===== config.mk =====
export PLATFORM = sky130hd
export DESIGN_NAME = onehot_index_stage
export DESIGN_NICKNAME = d
export VERILOG_FILES = /design/src/rtl/onehot_pkg.sv /design/src/rtl/onehot_lsb_enc.sv /design/src/rtl/onehot_index_stage.sv
export SDC_FILE = /design/constraint.sdc
export NUM_CORES = 1
export LEC_CHECK = 0
export ABC_AREA = 1
export CORE_AREA = 2 2 55 57
export DETAILED_ROUTE_END_ITERATION = 7
export DIE_AREA = 0 0 57 59
export GPL_TIMING_DRIVEN = 0
export PLACE_DENSITY = 0.71
export SLEW_MARGIN = 0
export SYNTH_ARGS = -nofsm -noshare
export SYNTH_HDL_FRONTEND = slang
export SYNTH_SLANG_ARGS = --single-unit

===== constraint.sdc =====
create_clock -name clk -period 3.1 [get_ports clk]
set_clock_uncertainty 0.05 [all_clocks]
set_input_delay 0.62 -clock clk [delete_from_list [all_inputs] [get_ports clk]]
set_output_delay 0.62 -clock clk [all_outputs]
set_load 0.02 [all_outputs]

===== src/rtl/onehot_pkg.sv =====
// Shared types and constants for the one-hot index stage.
// The error counter width lives here even though the counter only exists under ONEHOT_ERR_CNT_EN.
package onehot_pkg;

  localparam int ONEHOT_WIDTH_DEF = 32;
  localparam int ERR_CNT_W        = 16;

  // Wide enough for the largest legal WIDTH (64); the stage slices it down to IDXW.
  localparam int IDX_MAX_W = 6;

  typedef struct packed {
    logic [IDX_MAX_W-1:0] index;
    logic                 onehot;
    logic                 zero;
  } onehot_res_t;

  typedef enum logic {
    ST_EMPTY = 1'b0,
    ST_FULL  = 1'b1
  } stage_state_e;

endpackage : onehot_pkg


===== src/rtl/onehot_lsb_enc.sv =====
// Combinational classifier: lowest-set-bit index plus one-hot and all-zero flags.
// Holds no state; the registering is done by onehot_index_stage.
module onehot_lsb_enc
  import onehot_pkg::*;
#(
  parameter int WIDTH = ONEHOT_WIDTH_DEF
) (
  input  logic [WIDTH-1:0] data_i,
  output onehot_res_t      res_o
);

  logic [WIDTH-1:0] data_minus_one;

  assign data_minus_one = data_i - WIDTH'(1);

  always_comb begin
    // NOTE: every output gets a default first, so no path through the loop infers a latch.
    res_o        = '0;
    res_o.zero   = (data_i == '0);
    // x & (x-1) clears the lowest set bit; nothing left means at most one bit was set.
    res_o.onehot = (data_i != '0) && ((data_i & data_minus_one) == '0);
    // Scan from the top so the lowest set bit is written last and wins.
    for (int i = WIDTH - 1; i >= 0; i--) begin
      if (data_i[i]) begin
        res_o.index = IDX_MAX_W'(i);
      end
    end
  end

endmodule : onehot_lsb_enc


===== src/rtl/onehot_index_stage.sv =====
// Single-entry registered stage that encodes the lowest set bit of a vector.
// Define ONEHOT_ERR_CNT_EN to add the saturating non-one-hot error counter (err_count).
module onehot_index_stage
  import onehot_pkg::*;
#(
  parameter  int WIDTH = ONEHOT_WIDTH_DEF,
  localparam int IDXW  = $clog2(WIDTH)
) (
  input  logic                 clk,
  input  logic                 rst_n,
  input  logic                 in_valid,
  input  logic [WIDTH-1:0]     in_data,
  output logic                 in_ready,
  output logic                 out_valid,
  input  logic                 out_ready,
  output logic [IDXW-1:0]      out_index,
  output logic                 out_onehot,
  output logic                 out_zero,
  input  logic                 err_clr
`ifdef ONEHOT_ERR_CNT_EN
  ,
  output logic [ERR_CNT_W-1:0] err_count
`endif
);

  if (WIDTH < 2 || WIDTH > 64) begin : g_bad_width
    $error("onehot_index_stage: WIDTH must be in 2..64");
  end

  stage_state_e state_q;
  onehot_res_t  res_q;
  onehot_res_t  enc_res;
  logic         accept;
  logic         xfer;

  onehot_lsb_enc #(
    .WIDTH (WIDTH)
  ) u_enc (
    .data_i (in_data),
    .res_o  (enc_res)
  );

  // Ready looks through the output register so a draining entry can be refilled in the same cycle.
  assign in_ready  = (state_q == ST_EMPTY) || out_ready;
  assign out_valid = (state_q == ST_FULL);
  assign accept    = in_valid && in_ready;
  assign xfer      = out_valid && out_ready;

  always_ff @(posedge clk) begin
    if (!rst_n) begin
      // NOTE: sequential state uses non-blocking assignments so every register samples pre-edge values.
      state_q <= ST_EMPTY;
      res_q   <= '0;
    end else begin
      case (state_q)
        ST_EMPTY: begin
          if (accept) begin
            state_q <= ST_FULL;
          end
        end
        ST_FULL: begin
          if (xfer && !accept) begin
            state_q <= ST_EMPTY;
          end
        end
        default: state_q <= ST_EMPTY;
      endcase
      // accept is only possible when the held result is leaving or absent, so it never overwrites a stalled one.
      if (accept) begin
        res_q <= enc_res;
      end
    end
  end

  assign out_index  = res_q.index[IDXW-1:0];
  assign out_onehot = res_q.onehot;
  assign out_zero   = res_q.zero;

`ifdef ONEHOT_ERR_CNT_EN
  logic [ERR_CNT_W-1:0] err_cnt_q;
  logic [ERR_CNT_W-1:0] err_cnt_d;

  always_comb begin
    err_cnt_d = err_cnt_q;
    if (err_clr) begin
      err_cnt_d = '0;
    end else if (accept && !enc_res.onehot && (err_cnt_q != '1)) begin
      err_cnt_d = err_cnt_q + ERR_CNT_W'(1);
    end
  end

  always_ff @(posedge clk) begin
    if (!rst_n) begin
      err_cnt_q <= '0;
    end else begin
      err_cnt_q <= err_cnt_d;
    end
  end

  assign err_count = err_cnt_q;

  logic unused_idx;
  assign unused_idx = ^res_q.index;
`else
  // Upper index bits beyond IDXW and err_clr have no sink in this build.
  logic unused_idx;
  assign unused_idx = ^{res_q.index, err_clr};
`endif

endmodule : onehot_index_stage

Word-level counts from Yosys, hierarchy flattened
Index checks and enable logic that the tools add are counted.

storage, ports and cells
  latch bits = 0
  memories = 0
  bits in writable memories = 0
  register bits after elaboration = 8
  bits of input ports = 37
  bits in read-only memories = 0
  word-level logic and storage cells = 51
  output and inout bits = 9

operators by class
  bitwise logic cells = 2
  order comparisons = 0
  divide/modulo/power cells = 0
  shifts and indexed selects = 0
  reduce and logical (&&, ||, !) cells = 9
  add/sub/neg operators = 1
  equal/unequal tests = 0
  multiplexer cells = 35
  $mul = 0

operators with widths
  operator                                            number
  two-way mux 5 bit                                   32
  logical NOT 32 bit                                  2
  bitwise AND 32 bit                                  1
  nonzero test 32 bit                                 1
  subtractor 32 x 1 -> 32 bit, second input constant  1
  logical AND 1 bit                                   4
  two-way mux 1 bit                                   2
  one-hot mux 1 bit (2 select lines)                  1
  logical NOT 1 bit                                   1
  logical OR 1 bit                                    1
  inverter 1 bit                                      1

Logic depth before layout (Yosys ltp)
Gate-level depths: netlist of the first run.

  depth after elaboration = 32
  mapped depth = 31
  gate-level depth less buffers = 31

By module
A second synthesis of the first run with hierarchy kept.

second synthesis, totals
  cells, all modules = 225
  area, all modules = 1,201.2 um2

by module, submodules not included
  module              instances  cells each  sequential area each (um2)  area an instance (um2)
  onehot_lsb_enc      1          175         0.0                         829.5
  onehot_index_stage  1          50          160.2                       371.6

Worst setup path before layout of the first run
Ideal clock, no wire load.

  kind = input port to flip-flop
  from = input port in_data[3]
  to = register res_q (netlist bit out_onehot)
  buffers on the path = 0
  required time = 2,980 ps
  arrival = 2,222 ps
  stages = 13
  path slack = 759 ps
  library setup time = 70 ps
  cells stage by stage = nor4_4 nand2_2 inv_2 nand2_2 inv_2 nand2_4 nor2_8 inv_4 nor2_4 o221ai_2 a2111oi_2 nand3_1 a21oi_1

between the ends
  longest elaborated chain between the ends = 4
  elaborated cells between the ends (all ways) = 5
  classes of those cells = 1 x add/sub; 1 x bitwise; 3 x reduce/logical

ends and longest elaborated chain
  item                         line                      RTL
  from (decl)                  onehot_index_stage.sv:12  input logic [WIDTH-1:0] in_data,
  subtractor 32 x 1 -> 32 bit  onehot_lsb_enc.sv:14      assign data_minus_one = data_i - WIDTH'(1);
  bitwise AND 32 bit           onehot_lsb_enc.sv:21      res_o.onehot = (data_i != '0) && ((data_i & data_minus_one) == '0);
  logical NOT 32 bit           onehot_lsb_enc.sv:21
  logical AND 1 bit (*)        onehot_lsb_enc.sv:21
  to (signal assigned)         onehot_index_stage.sv:70  res_q <= enc_res;
  to (decl)                    onehot_index_stage.sv:31  onehot_res_t res_q;

Mark *: on every way between the ends. The rest lies on a longest branch, timed or not.
A chain may end at the register's enable or synchronous reset.

Final worst setup path of the first run
  from = input port in_data[1]
  to = register res_q (netlist bit out_onehot)

The elaborated chain is that of the path after synthesis.

==> results_dict.tcl, run 1 <==
set metrics [dict create \
    fmax_mhz 358 \
    coreArea_um2 2710 \
    cts.path.max_buffers 2 \
    async_flop_share_pct 0 \
    clkTransAtPathRegs_ps 50 \
    period_needed_ps 2790 \
    ant_nets 0 \
    critPathSlowestCell "clkdlybuf4s50_1" \
    place_inst 276 \
    synth_fa_ha_area_share_pct 0 \
    synth_top_family_by_area "simple AND/OR/NAND/NOR gates" \
    wl_per_cell_um 9.33 \
    core.rowCount 19 \
    grt-ovfl-total 0 \
    worst_slack_ps 306 \
    cellLeakagePower_nw 0.787 \
    layout-drive-gt1-share_pct 8.40 \
    yosys.area_share.simple_pct 48.9 \
    synth.mux.area_fraction_pct 0 \
    start_util_pct 39.8 \
    worst_slew_pin_slew_ps 414 \
    ys.flop_type "dfxtp_1" \
    ys_seq_elements 8 \
    power_density_nw_per_um2 208 \
    post-route-util_pct 59.6 \
    wl_met2_um 1100 \
    min_from "out_onehot$_SDFFE_PN0P_" \
    criticalPathCategory "in2reg" \
    root_buffer "clkbuf_4" \
    min_path_type "reg2reg" \
    setup_tns_ps 0 \
    crit_start "in_data[1]" \
    nNetsFinal 289 \
    yosysUniqueCellTypes 29 \
    top_layer_used "met4" \
    slowest_delay_ps 500 \
    grt_usage_pct 16.3 \
    synth_edf_count 0 \
    syn_area_per_cell_um2 5.37 \
    critPathRequiredTime_ps 3240 \
    synthesis.nets 238 \
    finalWeightedCongestion 0.859 \
    clock_latency_ps 250 \
    cp-start-kind "input pin" \
    crit_arrival_ps 2930 \
    ir_drop_mv 0.265 \
    syn_inst 201 \
    wl_met3_um 128 \
    endpoint_kind "flip-flop" \
    synth_top_cells_by_area "nand2_1 (24%), dfxtp_1 (15%), inv_1 (12%), nor2_1 (10%), a21oi_1 (6.5%)" \
    drt-vias-per-instance 4.65 \
    pre_cts_slack_ps -15.8 \
    drc 0 \
    drtIter0Drc 52 \
    portBuffers 44 \
    drv_cap 0 \
    fin_cells 281 \
    yosysSeqAreaShare_pct 14.8 \
    period_share_pct 90.1 \
    status "finished, final reports clean" \
    numCtsBuffers 3 \
    num_io_pins 46 \
    hpwlAfterDp_um 2220 \
    r2r-start "out_valid$_SDFF_PN0_" \
    synth_top_area_share_pct 23.6 \
    max_slew_margin_pct 71.7 \
    crit_fanout 5 \
    grt_pass1_vias 1173 \
    antenna_found_initial 0 \
    syn_to_final_growth_pct 49.5 \
    yosys_warnings 0 \
    crit_chain "clkdlybuf4s50_1 -> nor4_4 -> nand2_2 -> inv_2 -> nand2_2 -> inv_2 -> nand2_4 -> nor2_8 -> inv_4 -> nor2_4 -> o221ai_2 -> a2111oi_4 -> nand3_1 -> a21oi_1" \
    yosysTopAreaCell "nand2_1" \
    numClockSinks 8 \
    drt_pass1_iterations 4 \
    hold_viol 0 \
    synth_compound_area_share_pct 22.5 \
    p_total_uw 335 \
    die_area_um2 3360 \
    synthXorXnorAreaFrac_pct 0 \
    vias 1308 \
    finalSetupViolCount 0 \
    antenna_cells 0 \
    wl_met1_um 1380 \
    grt_max_degree 11 \
    routed_wl_um 2620 \
    htreeDepth 1 \
    fp.dieH_um 59 \
    die_w_um 57 \
    grt_first_pass_wirelength_um 4560 \
    drv_slew 0 \
    rsz0062_at_grt "false" \
    syn_area_um2 1080 \
    cts_tree "yes" \
]
-- metrics by stage --
| step | instance area, µm² | hold WS (ps) |
|---|---|---|
| finish | 1610 | 414 |
| global route | 1610 | 439 |
| global placement | 1560 | 405 |
| detailed placement | 1560 | 410 |
| floorplan | 1080 | 491 |
| CTS | 1580 | 419 |
-- Yosys cell counts (2+ instances only) --
cell,count
a21oi_1,14
dfxtp_1,8
inv_1,35
inv_2,2
nand2_1,68
nand2_2,3
nand3_1,8
nor2_1,29
nor2_8,2
o21ai_0,12
o31ai_1,2
-- cell families after synthesis --
| group | count (synthesis) |
|---|---|
| AOI/OAI and AO/OA | 38 |
| buffers and inverters | 39 |
| DFF | 8 |
| and+or+nand+nor | 116 |
-- where the power goes --
part	total, mW	internal (mW)	switching (mW)
clock network	0.0786	0.0442	0.0344
logic	0.146	0.0735	0.0724
registers	0.111	0.109	0.00224
-- critical path: cells and delay by family --
kind	cells	cell delay [ps]
and+or+nand+nor	7	970
buffers and inverters	4	740
AOI/OAI and AO/OA	3	590
-- cell usage in the layout (no fill, tap or decap), types with 3 or more instances in the layout --
master,count
nand2_1,68
clkdlybuf4s50_1,43
inv_1,35
nor2_1,28
a21oi_1,14
o21ai_0,12
nand3_1,8
dfxtp_1,8
nand2_2,3
clkbuf_4,3
-- state kept, by name (all words and copies together), names as in the netlist --
signal	count
out_zero	1
out_index	5
out_valid	1
out_onehot	1
-- routing by layer --
layer,up-vias,GRT usage (%)
met5,-,0
met1,537,23.9
met3,3,1.31
li1,739,-
met2,29,25.9
met4,0,3.99
-- repair_timing --
item	in CTS	in global routing
setup endpoints to repair	0	1
endpoints found under the hold margin	0	0
buffers inserted	0	2
hold buffers	0	0
resized for setup	0	3
-- final cells by class --
type,instances,area (µm²)
Timing Repair Buffer,46,458
Fill cell,275,1100
Sequential cell,8,160
Multi-Input combinational cell,154,786
Clock buffer,3,22.5
Inverter,39,149
Tap cell,31,38.8
-- worst paths after layout --
kind	end	slack, ps	depth (start not counted)
worst max-delay path	out_onehot$_SDFFE_PN0P_	310	14
worst min-delay path	out_onehot$_SDFFE_PN0P_	410	2
worst min register to register	out_onehot$_SDFFE_PN0P_	410	2
worst max register to register	out_onehot$_SDFFE_PN0P_	1090	11
(Power assumes the default switching activity.)
==> inputs of run 2 (changes only) <==
--- a/config.mk
+++ b/config.mk
@@ -7,6 +7,7 @@
 export LEC_CHECK = 0
 export ABC_AREA = 1
 export CORE_AREA = 2 2 55 57
+export CTS_CLUSTER_SIZE = 24
 export DETAILED_ROUTE_END_ITERATION = 7
 export DIE_AREA = 0 0 57 59
 export GPL_TIMING_DRIVEN = 0
==> results of run 2 <==
The final DEF is identical to that of run 1; final timing and power are the same.
==> inputs of run 3 (changes only) <==
--- a/config.mk
+++ b/config.mk
@@ -6,6 +6,8 @@
 export NUM_CORES = 1
 export LEC_CHECK = 0
 export ABC_AREA = 1
+export ABC_CLOCK_PERIOD_IN_PS = 3100
+export CAP_MARGIN = 20
 export CORE_AREA = 2 2 55 57
 export CTS_CLUSTER_SIZE = 24
 export DETAILED_ROUTE_END_ITERATION = 7
==> results of run 3 <==
The final DEF is identical to that of run 1; final timing and power are the same.
==> RTL edit, RTL diff (flow settings as in run 2) <==
The package constant `ONEHOT_WIDTH_DEF` goes from 32 to 16.
--- a/src/rtl/onehot_pkg.sv
+++ b/src/rtl/onehot_pkg.sv
@@ -4,3 +4,3 @@
 
-  localparam int ONEHOT_WIDTH_DEF = 32;
+  localparam int ONEHOT_WIDTH_DEF = 16;
   localparam int ERR_CNT_W        = 16;
Ports: changed (resized in_data and out_index); port bits go from 46 to 29. The function was not compared with the original's and may differ.
==> RTL edit against run 2 <==
  * Non-clock buffer count decreased by 19
  * Area after synthesis down 44%
  * Cell area down 42%
  * Synthesized cell count down 45%
  * Sequential cell count down 1
  * First-iteration DRC count shrank 75%
  * Setup slack better by 0.32 ns
  * Total power fell by 21%
  * Routed wire length shrank 43%
  * Largest cell class unchanged
==> RTL edit: results (changes against run 2) <==
[timing]
relSlewSlack_pct=83.0  ; +11 points

[grt]
first_global_vias=666  ; -43%
grt_max_degree=8  ; -3
grtUsageMet3_pct=1.75  ; +0.44 points
grtUsageMet1_pct=12.0  ; -12 points
use_met2_pct=14.8  ; -11 points
grt_use_total_pct=9.31  ; -7.0 points

[drt]
drt-met1-wl_um=722  ; -48%
drt_iter0_markers=13  ; -75%
wl_met2_um=648  ; -41%
routed_via_density=4.21  ; -9.6%
routed_wl_mm=1.48  ; -43%

[logic_synthesis]
ys_seq_area_share_pct=23.3  ; +8.5 points
synth_common_cells=nand2_1, inv_1, nor2_1, a21oi_1, o21ai_0
syn-num-nets=131  ; -45%
ys_top_cells_by_area=dfxtp_1, nand2_1, inv_1

[layout]
fin_nets=163  ; -44%
drive_above_1_share_pct=7.09  ; -1.3 points
fillers=315  ; +15%

[placed_design]
placed_cell_area_um2=911  ; -42%
portBuffers=27  ; -39%
hpwl_mm=1.21  ; -45%

[critical_path]
worstPathMaxFanout=3  ; -2
slowest_delay_ns=0.61  ; +0.11 ns
cp.arrival_ns=1.80  ; -1.13 ns

[pwr]
p_leak_nw=0.412  ; -48%
p_clk_share_pct=31.2  ; +7.8 points
pwr-share-comb_pct=32.1  ; -11 points

[run_status]
status=complete, no violations

## RTL edit: changes by cell type after synthesis, moves of 2 or more
| cell | run 2 | this run |
|---|---|---|
| a21oi_1 | 14 | 10 |
| inv_1 | 35 | 22 |
| nand2_1 | 68 | 30 |
| nand3_1 | 8 | 3 |
| nor2_1 | 29 | 11 |
| nor2_8 | 2 | 0 |
| o21ai_0 | 12 | 10 |
| o21ai_1 | 0 | 3 |
| o31ai_1 | 2 | 0 |
## RTL edit: cell families after synthesis
group	after synthesis	synth area share (%)
and+or+nand+nor	54	40.3
AOI/OAI and AO/OA	25	21.4
buffers and inverters	24	15.0
DFF	7	23.3
## RTL edit: final timing paths
kind | startpoint | end | slack, ns | depth (start not counted)
hold reg to reg | out_index[0] | out_index[0] | 0.41 | 2
setup reg to reg | out_valid | out_zero | 2.03 | 5
hold / removal | out_index[0] | out_index[0] | 0.41 | 2
setup / recovery | out_ready | in_ready | 0.63 | 4
## RTL edit: critical path: cells and delay by family
kind	cells	cell delay (ns)
buffers and inverters	3	1.09
and+or+nand+nor	1	0.09
## RTL edit: layout make-up
| type | count | area [µm²] | share of cell area (%) |
|---|---|---|---|
| clock buffer | 4 | 26.3 | 2.80 |
| timing repair buffer | 27 | 270 | 28.8 |
| multi-input combinational | 79 | 372 | 39.7 |
| sequential | 7 | 140 | 15.0 |
| tap | 31 | 38.8 | 4.14 |
| inverter | 24 | 90.1 | 9.61 |
## RTL edit: stage by stage
stage,std cells,setup slack (ns),total power (W)
after floorplan,110,1.47,0.000138
after global placement,168,0.624,0.000183
after detailed placement,168,0.625,0.000183
after CTS,172,0.624,0.000268
after global routing,172,0.596,0.000281
final,172,0.627,0.000263
